## config.mk

```make
export PLATFORM = sky130hd
export DESIGN_NAME = ram_loader
export DESIGN_NICKNAME = d
export VERILOG_FILES = /design/src/rtl/ram_loader_pkg.sv /design/src/rtl/ram_port_mux.sv /design/src/rtl/ram_loader.sv
export SDC_FILE = /design/constraint.sdc
export NUM_CORES = 1
export LEC_CHECK = 0
export BUFFER_PORTS_ARGS = -buffer_cell sky130_fd_sc_hd__buf_4
export CORE_MARGIN = 8
export CORE_UTILIZATION = 40
export DETAILED_ROUTE_END_ITERATION = 7
export HOLD_SLACK_MARGIN = 0.1
export SLEW_MARGIN = 10
export SYNTH_ARGS = -nofsm -noshare
export SYNTH_HDL_FRONTEND = slang
export SYNTH_SLANG_ARGS = --single-unit
```

## constraint.sdc

```tcl
create_clock -name clk -period 5.1 [get_ports clk]
set_clock_uncertainty 0.1 [all_clocks]
set_input_delay 0.255 -clock clk [delete_from_list [all_inputs] [get_ports clk]]
set_output_delay 0.255 -clock clk [all_outputs]
set_load 0.02 [all_outputs]
```

## src/rtl/ram_loader_pkg.sv

```systemverilog
// Shared constants and state encoding for the RAM boot loader.
// The RAM geometry constants are also used by the RAM and the CPU top level.
package ram_loader_pkg;

  localparam int BYTE_W    = 8;
  localparam int ADDR_W    = 14;
  localparam int DATA_W    = 16;
  localparam int MAX_WORDS = 16384;

  // state  | meaning
  // IDLE    | pass-through, waiting for start
  // LEN_HI  | expecting length high byte
  // LEN_LO  | expecting length low byte
  // DATA_HI | expecting high byte of a data word
  // DATA_LO | expecting low byte of a data word
  // CHECK   | expecting checksum byte
  typedef enum logic [2:0] {
    IDLE    = 3'd0,
    LEN_HI  = 3'd1,
    LEN_LO  = 3'd2,
    DATA_HI = 3'd3,
    DATA_LO = 3'd4,
    CHECK   = 3'd5
  } state_t;

endpackage

```

## src/rtl/ram_port_mux.sv

```systemverilog
// Combinational select between two RAM write sources.
// Ports:
//   sel              1 selects source A, 0 selects source B
//   a_in/a_load/a_address   source A write path
//   b_in/b_load/b_address   source B write path
//   y_in/y_load/y_address   selected write path to the RAM
module ram_port_mux
  import ram_loader_pkg::*;
(
  input  logic              sel,
  input  logic [DATA_W-1:0] a_in,
  input  logic              a_load,
  input  logic [ADDR_W-1:0] a_address,
  input  logic [DATA_W-1:0] b_in,
  input  logic              b_load,
  input  logic [ADDR_W-1:0] b_address,
  output logic [DATA_W-1:0] y_in,
  output logic              y_load,
  output logic [ADDR_W-1:0] y_address
);

  assign y_in      = sel ? a_in      : b_in;
  assign y_load    = sel ? a_load    : b_load;
  assign y_address = sel ? a_address : b_address;

endmodule

```

## src/rtl/ram_loader.sv

```systemverilog
// Boot-time program loader in front of the 16K x 16 RAM.
// Accepts a framed byte stream (LEN_HI, LEN_LO, N x {hi, lo}, checksum),
// writes the words to RAM addresses 0..N-1 and holds the CPU meanwhile.
// Ports:
//   clk, reset                  clock, synchronous active-high reset
//   start                       arms the loader when idle
//   in_data/in_valid/in_ready   byte stream handshake
//   cpu_in/cpu_load/cpu_address CPU write path, passed through when idle
//   ram_in/ram_load/ram_address RAM write path
//   cpu_hold, busy              frame in progress
//   done, error                 sticky frame result
module ram_loader
  import ram_loader_pkg::*;
(
  input  logic              clk,
  input  logic              reset,
  input  logic              start,
  input  logic [BYTE_W-1:0] in_data,
  input  logic              in_valid,
  output logic              in_ready,
  input  logic [DATA_W-1:0] cpu_in,
  input  logic              cpu_load,
  input  logic [ADDR_W-1:0] cpu_address,
  output logic [DATA_W-1:0] ram_in,
  output logic              ram_load,
  output logic [ADDR_W-1:0] ram_address,
  output logic              cpu_hold,
  output logic              busy,
  output logic              done,
  output logic              error
);

  localparam logic [15:0] MAX_LEN = 16'(MAX_WORDS);

  state_t              state, state_n;
  logic [BYTE_W-1:0]   len_hi, data_hi, csum;
  logic [14:0]         len, word_cnt;
  logic [15:0]         len_n;
  logic                take, last_word;
  logic                wr_pend;
  logic [DATA_W-1:0]   wr_data;
  logic [ADDR_W-1:0]   wr_addr;

  assign busy      = (state != IDLE);
  assign cpu_hold  = busy;
  assign in_ready  = busy;
  assign take      = in_valid & in_ready;
  assign len_n     = {len_hi, in_data};
  assign last_word = ((word_cnt + 15'd1) == len);

  always_comb begin
    state_n = state;
    case (state)
      IDLE:    if (start) state_n = LEN_HI;
      LEN_HI:  if (take)  state_n = LEN_LO;
      LEN_LO:
        if (take) begin
          if (len_n == 16'd0)        state_n = CHECK;
          else if (len_n > MAX_LEN)  state_n = IDLE;
          else                       state_n = DATA_HI;
        end
      DATA_HI: if (take)  state_n = DATA_LO;
      DATA_LO: if (take)  state_n = last_word ? CHECK : DATA_HI;
      CHECK:   if (take)  state_n = IDLE;
      default:            state_n = IDLE;
    endcase
  end

  always_ff @(posedge clk) begin
    if (reset) begin
      state    <= IDLE;
      len_hi   <= '0;
      data_hi  <= '0;
      csum     <= '0;
      len      <= '0;
      word_cnt <= '0;
      wr_pend  <= 1'b0;
      wr_data  <= '0;
      wr_addr  <= '0;
      done     <= 1'b0;
      error    <= 1'b0;
    end else begin
      state   <= state_n;
      wr_pend <= 1'b0;
      if (state == IDLE && start) begin
        done     <= 1'b0;
        error    <= 1'b0;
        word_cnt <= '0;
        csum     <= '0;
      end
      if (take) begin
        case (state)
          LEN_HI: begin
            len_hi <= in_data;
            csum   <= csum + in_data;
          end
          LEN_LO: begin
            len  <= len_n[14:0];
            csum <= csum + in_data;
            if (len_n > MAX_LEN) error <= 1'b1;
          end
          DATA_HI: begin
            data_hi <= in_data;
            csum    <= csum + in_data;
          end
          DATA_LO: begin
            // Registered write, issued in the cycle after the low byte.
            wr_pend  <= 1'b1;
            wr_data  <= {data_hi, in_data};
            wr_addr  <= word_cnt[ADDR_W-1:0];
            word_cnt <= word_cnt + 15'd1;
            csum     <= csum + in_data;
          end
          CHECK: begin
            if (in_data == csum) done  <= 1'b1;
            else                 error <= 1'b1;
          end
          default: ;
        endcase
      end
    end
  end

  // While busy the loader owns the RAM port; between its writes it drives load low.
  ram_port_mux u_mux (
    .sel       (busy | wr_pend),
    .a_in      (wr_data),
    .a_load    (wr_pend),
    .a_address (wr_addr),
    .b_in      (cpu_in),
    .b_load    (cpu_load),
    .b_address (cpu_address),
    .y_in      (ram_in),
    .y_load    (ram_load),
    .y_address (ram_address)
  );

endmodule

```

==> impl_metrics.tcl, run 1 <==
set metrics [dict create \
    synth.net_count 639 \
    fmax_mhz 366 \
    drc 0 \
    grt_pass1_vias 4139 \
    switching_share_pct 27.4 \
    ant_nets 0 \
    ir_drop_uv 244 \
    synth_ff_type "dfxtp_1" \
    critPathCaptureType "primary output" \
    avgViaCountPerCell 5.28 \
    yosys.cell_types.count 55 \
    crit_buf_inv 3 \
    row_count 39 \
    start_util_pct 40.8 \
    fillers 1133 \
    worstMarginPinSlew_ns 0.887 \
    cts-root-buf "clkbuf_16" \
    slew_viol_final 0 \
    finalHoldViolCount 0 \
    final_util_pct 48.8 \
    antenna_found_initial 0 \
    drtPass1Iterations 4 \
    post-cts-setup-buffers 0 \
    cts_buffers 9 \
    worst_hold_path_type "input port to flip-flop" \
    grtUsageMet1_pct 19.1 \
    mostFrequentLayoutCell "nand2_1" \
    report.final.setup_viol 0 \
    htreeDepth 3 \
    final_cell_mix "nand2_1, dfxtp_1, buf_4, a21oi_1, mux2_2" \
    worst_path_largest_cell_delay_ns 0.46 \
    cts.sinks 90 \
    report.power.total_mw 1.70 \
    busiest_layer "met2" \
    min_period_ns 2.73 \
    numPortBuffers 78 \
    vias 4150 \
    holdBufCountCts 0 \
    outcome "finished clean" \
    maxSlewHeadroom_pct 40.6 \
    placed_cells 770 \
    path_clk_slew_ns 0.07 \
    grt_pass1_wl_mm 19.9 \
    synth_seq_cells 90 \
    num-nets-final 690 \
    dpl_cell_area_sq_um 5230 \
    leakage_nw 2.13 \
    use_met3_pct 4.89 \
    die_x_um 123 \
    crit_family "buffers and inverters" \
    cp-start-kind "flip-flop" \
    core_sq_um 11300 \
    ctsResizeCount 0 \
    path_common_cell "buf_4" \
    netlist_instances 587 \
    multi_input_area_sq_um 2600 \
    gp_congestion 0.885 \
    clock_latency_ns 0.34 \
    arrival_ns 2.38 \
    powerDensity_nw_per_um2 308 \
    clockPowerShare_pct 38.8 \
    rsz0062_at_grt "false" \
    dieArea_sq_um 15200 \
    synth_edf_count 0 \
    rrSetupSlack_ns 2.55 \
    finalCritPeriodShare_pct 53.6 \
    wire_per_inst_um 15.4 \
    required_ns 4.74 \
    dp_hpwl_mm 8.36 \
    tns_ns 0 \
    gr-total-overflow 0 \
    area_growth_pct 19.6 \
    critPathKind "flip-flop to primary output" \
    synth-seq-area-share_pct 39.0 \
    die_y_um 123 \
    async_flop_share_pct 0 \
    maxCapViolCount 0 \
    slowest_stage "dfxtp_1" \
    cp_max_fo 30 \
    clk_path_buf_depth 2 \
    grt.met2_usage_pct 28.1 \
    pin_count 79 \
    antenna_cells 0 \
    drt_iter0_drc 294 \
    finalNonFillerCells 786 \
    grt_max_degree 80 \
    ff_latch_area_sq_um 1800 \
    power_frac_comb_pct 18.3 \
    synth_area_per_cell_sq_um 7.87 \
    track_usage_pct 16.2 \
    syn_area_sq_um 4620 \
    fin_area_sq_um 5520 \
    layout-drive-gt1-share_pct 21.3 \
    p_int_mw 1.24 \
    p_seq_share_pct 42.9 \
    wirelength_mm 12.1 \
    cts_tree "yes" \
    power_switching_mw 0.467 \
    synth-warning-count 0 \
    crit_chain "nor3_1 -> inv_1 -> nor2_2 -> buf_4 -> mux2_2 -> buf_4" \
]
[final timing paths]
kind               startpoint    endpoint  depth (start not counted)
setup / recovery     state[0]   ram_in[1]                          6
hold / removal     in_data[7]  data_hi[7]                          3
setup reg to reg  word_cnt[0]    state[1]                          7
hold reg to reg    wr_addr[2]  wr_addr[2]                          2
[Yosys cell counts, types with 6 or more instances]
cell | n | area (sq um)
nand3_1 | 10 | 50.1
inv_1 | 10 | 37.5
nand4_1 | 6 | 37.5
a31oi_1 | 6 | 37.5
and3_1 | 6 | 37.5
dfxtp_1 | 90 | 1800
nand2b_1 | 8 | 50.1
nor2_1 | 26 | 97.6
ha_1 | 8 | 100
nand2_1 | 145 | 544
clkbuf_1 | 30 | 113
a21oi_1 | 76 | 380
xnor2_1 | 15 | 131
nor3_1 | 10 | 50.1
o21ai_0 | 28 | 140
buf_2 | 7 | 35.0
mux2_2 | 30 | 338
xor2_1 | 10 | 87.6
[power groups by stage]
stage / combinational (mW) / sequential [mW] / clock, mW
final: 0.311 / 0.731 / 0.661
after detailed placement: 0.315 / 0.746 / 0
after global placement: 0.309 / 0.746 / 0
after CTS: 0.316 / 0.730 / 0.681
after global routing: 0.338 / 0.732 / 0.707
after floorplan: 0.206 / 0.739 / 0
[kinds of logic (layout without fill, tap and decap cells)]
group	count (synthesis)	in the layout	synth area share [%]
compound gates	140	140	17.9
xor+xnor	25	25	4.74
fa+ha+maj	9	9	2.60
buf+inv	51	107	4.82
flops	90	90	39.0
mux	31	31	7.53
simple gates	241	241	23.4
[routing by layer]
layer | routed length (um) | up-vias
met3 | 636 | 8
met5 | 0 | -
met1 | 5340 | 1958
met4 | 79 | 0
met2 | 6040 | 71
li1 | - | 2113
[cell type report]
type                    count  share of cell area, %
multi-input cells         446                   47.1
flip-flops and latches     90                   32.6
repair buffers             81                   11.0
clock buffers               9                   4.08
well taps                 143                   3.24
clock inverters             7                   1.27
inverters                  10                  0.680
[through the flow]
| stage | setup WS [ns] | hold slack [ns] |
|---|---|---|
| finish | 2.37 | 0.117 |
| global route | 2.09 | 0.114 |
| CTS | 2.34 | 0.103 |
| detailed placement | 2.53 | 0.347 |
| global placement | 2.56 | 0.341 |
| floorplan | 2.84 | 0.291 |
[worst min-delay path: cells and delay by family]
kind                   cells  cell delay (ns)
AND/OR/NAND/NOR            1             0.06
buffers and inverters      1             0.15
AO/OA/AOI/OAI              1             0.05
[registers in the layout, indices dropped and copies added, names as in the netlist]
register  cells
wr_data      16
len          15
word_cnt     15
wr_addr      14
csum          8
data_hi       8
len_hi        8
state         3
done          1
error         1
wr_pend       1
Power figures use the tool's default switching activity.
==> run 2, diff against run 1 <==
Clock period 5.1 ns to 2.2 ns, I/O delays scaled along.
==> impl_metrics.tcl, run 2 (synthesized netlist as in run 1, its figures left out) <==
set metrics [dict create \
    cts-root-buf "clkbuf_16" \
    num-nets-final 732 \
    numPortBuffers 78 \
    outcome "finished clean" \
    crit_family "compound AO/OA/AOI/OAI gates" \
    arrival_ns 2.31 \
    antenna_found_initial 0 \
    grt_pass1_wl_mm 20.9 \
    fillers 1097 \
    cts_tree "yes" \
    gr-total-overflow 0 \
    cts.sinks 90 \
    maxSlewHeadroom_pct 53.3 \
    wirelength_mm 12.7 \
    antenna_cells 0 \
    path_clk_slew_ns 0.07 \
    worst_hold_path.endpoint "csum[5]" \
    worstMarginPinSlew_ns 0.698 \
    htreeDepth 3 \
    pre_cts_ws_ns -0.0272 \
    drt_iter0_drc 318 \
    ant_nets 0 \
    clock_latency_ns 0.34 \
    core_sq_um 11300 \
    finalCritPeriodShare_pct 99.1 \
    drtPass1Iterations 4 \
    largest_reg_flops 16 \
    powerDensity_nw_per_um2 680 \
    cp_max_fo 3 \
    r2r_cells 8 \
    rrSetupSlack_ns 0.02 \
    crit_chain "and4_4 -> and3_4 -> buf_6 -> xnor2_2 -> o21a_1 -> a2111oi_4 -> o2111ai_2 -> o31a_1" \
    vias 4333 \
    grt_pass1_vias 4340 \
    layout-drive-gt1-share_pct 26.6 \
    finalWorstSetupSlack_ns 0.0203 \
    rsz0062_at_grt "true" \
    gp_congestion 0.855 \
    largest-register "wr_data" \
    slowest_stage "dfxtp_2" \
    hp-start "start" \
    min_period_ns 2.18 \
    startpoint "word_cnt[2]" \
    track_usage_pct 17.1 \
    crit_buf_inv 1 \
    clk_path_buf_depth 2 \
    required_ns 2.33 \
    critPathCaptureType "flip-flop" \
    slew_viol_final 0 \
    min_path_cells 5 \
    finalHoldViolCount 0 \
    area_growth_pct 30.0 \
    cts_buffers 9 \
    row_count 39 \
    ir_drop_uv 549 \
    worst_hold_path_type "input port to flip-flop" \
    report.final.setup_viol 0 \
    die_y_um 123 \
    top_regs "wr_data: 16 flops, len: 15 flops, word_cnt: 15 flops" \
    worst_path_largest_cell_delay_ns 0.34 \
    avgViaCountPerCell 5.25 \
    timing.hold.ws_ns 0.194 \
    worstReg2RegStart "word_cnt[2]" \
    critPathKind "flip-flop to flip-flop" \
    drc 0 \
    die_x_um 123 \
    cp-start-kind "flip-flop" \
    pin_count 79 \
    start_util_pct 40.8 \
    dp_hpwl_mm 9.07 \
    dieArea_sq_um 15200 \
    final_cell_mix "nand2_1, buf_4, dfxtp_1, a21oi_1, mux2_2" \
    fmax_mhz 459 \
    mostFrequentLayoutCell "nand2_1" \
    wire_per_inst_um 15.4 \
    grt_max_degree 55 \
    rr_endpoint "state[1]" \
    maxCapViolCount 0 \
    leakage_nw 2.37 \
]
==> run 2: cell types whose count changed in the layout (fill, tap and decap cells not counted), moves of 2 or more <==
| cell | change |
|---|---|
| dlygate4sd3_1 | +11 |
| buf_6 | +4 |
| dfxtp_2 | +5 |
| buf_12 | +2 |
| buf_4 | +25 |
| dfxtp_1 | -5 |
| clkinv_2 | -2 |
==> run 2: metal layers <==
metal,vias to the layer above,track usage [%],share of wire [%]
met5,-,0,0
met4,0,5.57,1.6
met3,15,3.56,4.1
met2,71,29.7,50
met1,2049,20.7,45
li1,2198,-,-
==> run 2: power by group <==
part           internal, mW  switching [mW]  total, mW  leakage, nW
Combinational         0.373           0.418      0.791         1.50
Clock                 0.982           0.631       1.61        0.147
Sequential             1.66          0.0226       1.68        0.729
==> run 2: worst max path at each step <==
stage | to | cells after the start
after floorplan | state[1] | 8
after global placement | state[1] | 8
after detailed placement | state[1] | 9
after CTS | state[1] | 7
after global routing | state[1] | 8
final | state[1] | 8
==> run 2: repair_timing <==
item	4_1_cts	5_1_grt
setup buffers	0	2
hold buffers	11	0
gates cloned	0	0
pin swaps	2	5
endpoints found under the setup margin	31	35
endpoints found under the hold margin	43	0
resized for setup	7	19
==> run 2: area by class of cell <==
| type | count | area, sq um | area share (%) |
|---|---|---|---|
| inverter | 10 | 37.5 | 0.625 |
| tap | 143 | 179 | 2.98 |
| sequential | 90 | 1810 | 30.1 |
| multi-input combinational | 446 | 2680 | 44.7 |
| timing repair buffer | 123 | 991 | 16.5 |
| clock inverter | 5 | 81.3 | 1.35 |
| clock buffer | 9 | 225 | 3.75 |
==> run 2: per-stage QoR <==
step	area (sq um)	power (mW)	util [%]	std cells	setup TNS, ns
finish	6000	4.09	53.0	826	0
global route	6000	4.25	53.0	826	-0.113
CTS	5920	4.13	52.3	824	0
detailed placement	5470	2.49	48.3	799	-0.0272
global placement	5470	2.48	48.3	799	-0.000447
floorplan	4620	2.19	-	587	0
==> run 2: worst register-to-register path, stage by stage, from the launching register on <==
cell	delay, ns
dfxtp_2	0.34
and4_4	0.26
and3_4	0.21
buf_6	0.10
xnor2_2	0.05
o21a_1	0.22
a2111oi_4	0.33
o2111ai_2	0.19
o31a_1	0.26
